--- src/rtl/pattern_hflipper.sv ---
// rtl/pattern_hflipper.sv - conditional left<->right pixel mirror of one pattern line
// Optional output register: define PATTERN_HFLIPPER_REG_EN for 1-cycle registered output.
module pattern_hflipper #(
  parameter int PIXEL_W = 2,
  parameter int NPIXELS = 8
) (
  input  logic                         clk,
  input  logic                         rst,
  input  logic [PIXEL_W*NPIXELS-1:0]   line_in,
  input  logic                         hflip,
  output logic [PIXEL_W*NPIXELS-1:0]   line_out
);

  localparam int LINE_W = PIXEL_W * NPIXELS;

  logic [LINE_W-1:0] w_mirror;
  logic [LINE_W-1:0] w_next;

  // Reverse the order of whole pixels; bits inside a pixel keep their order.
  always_comb begin
    w_mirror = '0;
    for (int i = 0; i < NPIXELS; i++) begin
      w_mirror[i*PIXEL_W +: PIXEL_W] = line_in[(NPIXELS-1-i)*PIXEL_W +: PIXEL_W];
    end
  end

  assign w_next = hflip ? w_mirror : line_in;

`ifdef PATTERN_HFLIPPER_REG_EN
  logic [LINE_W-1:0] r_line_out;

  // Register the selected line; reset wins over incoming data.
  always_ff @(posedge clk) begin
    if (rst) begin
      r_line_out <= '0;
    end else begin
      r_line_out <= w_next;
    end
  end

  assign line_out = r_line_out;
`else
  // Combinational build: clock and reset intentionally do not touch the data path.
  logic w_unused_clk_rst;
  assign w_unused_clk_rst = clk ^ rst;

  assign line_out = w_next;
`endif

endmodule

--- config.mk ---
export PLATFORM = sky130hd
export DESIGN_NAME = pattern_hflipper
export DESIGN_NICKNAME = d
export VERILOG_FILES = /design/src/rtl/pattern_hflipper.sv
export SDC_FILE = /design/constraint.sdc
export NUM_CORES = 1
export LEC_CHECK = 0
export CAP_MARGIN = 5
export CORE_AREA = 4 4 41 43
export DETAILED_ROUTE_END_ITERATION = 10
export DIE_AREA = 0 0 45 47
export GPL_ROUTABILITY_DRIVEN = 1
export GPL_TIMING_DRIVEN = 0
export PLACE_DENSITY = 0.65
export SLEW_MARGIN = 20
export SYNTH_ARGS = -nofsm -noshare
export SYNTH_HDL_FRONTEND = slang
export SYNTH_SLANG_ARGS = --single-unit
--- constraint.sdc ---
create_clock -name vclk -period 1
set_clock_uncertainty 0.15 [all_clocks]
set_input_delay 0.15 -clock vclk [all_inputs]
set_output_delay 0.15 -clock vclk [all_outputs]
set_load 0.005 [all_outputs]
==> reports/summary.md <==
## Floorplanning
• Core Footprint: 0.00130 sq mm
• height of the die: 47 um
• width of the chip: 45 um
• Site Rows: 13
• full die area: 0.00212 sq mm
• Top Ports: 35
• starting density of the core: 19.1%

## Place
• Cell Count Post-Placement: 65
• placement-stage cell area: 588 sq um
• gp weighted congestion: 0.611
• number of buffers added on ports: 32
• detailed-placement wirelength estimate: 728 um

## Cells and area
• antenna cells: 0
• number of cells in the finished layout apart from fillers: 69
• CLK BUF: 0
• Seq cells: 0
• layout cells sized above 1: 70.4%
• synthesis-to-finish area growth: 149%
• summed area of non-filler cells in the final layout: 619 sq um
• final-layout fill cell count: 141
• Storage cell area: 0 sq um
• area of the multi-input gates: 221 sq um
• number of nets in the layout: 75

## Critical path
• kind of cell adding the most delay to the critical path: buffers and inverters
• element type at the critical path start: input pin
• endpoint required time on the critical path: 0.70 ns
• number of buffer and inverter instances along the worst setup path: 4
• crit path max-delay cell type: mux2_4
• ordered cell list for the critical path: buf_12, buf_12, buf_12, mux2_4, buf_6
• depth of the critical timing path with buffers and inverters included: 5
• WS Path Type: in -> out
• Worst path most repeated cell: buf_12
• Max Fanout on Critical Path: 8
• maximum cell stage delay along the critical path: 0.29 ns
• critical path arrival: 0.92 ns
• endpoint type of the worst setup path: primary output

## STA
• Pins Over Slew Limit: 0
• Max Clock Freq: 819 MHz
• worst slew margin relative to its limit: 94.2%
• post-layout min period: 1.22 ns
• Tightest Pin Transition: 0.0877 ns
• number of failing setup endpoints in the final timing report: 16
• final total negative setup slack: -2.29 ns
• crit path setup slack, layout: -0.220 ns
• post-route clock period utilization: 122%
• number of hold violations in the final report: 0
• RSZ-0062 raised after global routing: true

## Outcome
• violated checks: negative setup slack
• result of the run: complete, but fails checks

## Drt
• number of optimization iterations in the first detailed-route pass: 2
• detailed-route via count: 302
• drt first-iter violations: 1
• DRC errors left: 0
• total routed wirelength: 842 um
• final routed wire length divided by cell count: 12.2 um
• Vias per Instance: 4.38
• Antenna Nets Post-Route: 0

## Worst hold path
• Hold Path Class: in -> out
• hold-critical path depth: 3

## Power
• pwr dens: 455 mW/mm^2
• highest ir drop seen on vdd: 189 uV
• Leakage Power: 0.000325 uW

## Global routing
• overflow left after global routing: 0
• global-route wire length before repair: 1240 um
• initial antenna violation count: 0
• vias in the first global route: 314
• maximum number of pins on one net before global-route repair: 9
• all-layer global routing usage: 7.63%

## Synth
• synthesized area divided by synthesized cell count: 13.8 sq um
• unique cell type count in the Yosys netlist: 4
• total standard cell area after synthesis: 249 sq um
• Gate Count Post-Synth: 18
• sequential area share after synthesis: 0%
• number of nets in the synthesized netlist: 37
• number of warnings reported in the yosys synthesis log: 0

## Run
• max-cap violation count: 0

## Clock tree
• CTS hold repair buffers: 0

==> tightest hold or removal path, cell delays in order <==
cell and delay (ns):
dlygate4sd2_1 0.21, mux2_4 0.14, buf_6 0.08
==> layout by cell type (no fill, tap or decap) <==
cell and count:
dlygate4sd2_1 16, buf_6 13, mux2_4 11, mux2_2 5, buf_2 5, buf_12 3
buf_4 1
==> synthesized netlist by cell type, drive strengths merged <==
cell / number / area (sq um)
mux2: 16 / 218
buf: 2 / 31.3
==> cells by family after synthesis <==
| kind of cell | after synthesis | share of synthesized area, % |
|---|---|---|
| buffers and inverters | 2 | 12.6 |
| muxes | 16 | 87.4 |
==> cell type report <==
class                      count  area share (%)
buffer                         2            6.46
timing repair buffer          36            54.7
tap                           15            3.03
multi-input combinational     16            35.8
==> per-layer routing <==
layer / track usage, % / vias up / share of wire [%]
met5: 0 / - / 0
met4: 0 / 0 / 0
met3: 2.68 / 0 / 22
met2: 16.1 / 33 / 43
met1: 7.42 / 128 / 35
li1: - / 141 / -
==> metrics by stage <==
step	hold WS, ns	utilization [%]	worst slack, ns	total power (uW)
2_1_floorplan	0.271	-	0.00182	110
3_3_place_gp	0.906	45.2	-0.594	282
3_5_place_dp	0.905	45.2	-0.610	284
4_1_cts	0.585	47.3	-0.222	284
5_1_grt	0.603	47.6	-0.232	300
6_report	0.583	47.6	-0.220	282
==> worst paths after layout <==
| path | startpoint | endpoint |
|---|---|---|
| worst max-delay path | hflip | line_out[7] |
| worst min-delay path | line_in[14] | line_out[14] |
==> report_power, final <==
group / total, uW / switching, uW / internal [uW]
clock network: 0 / 0 / 0
logic: 282 / 80.9 / 201
registers: 0 / 0 / 0
==> timing repair <==
| item | in CTS | in global routing |
|---|---|---|
| setup buffers | 4 | 0 |
| endpoints found under the setup margin | 16 | 16 |
| gates resized for setup | 95 | 1 |
Power figures use the tool's default switching activity.
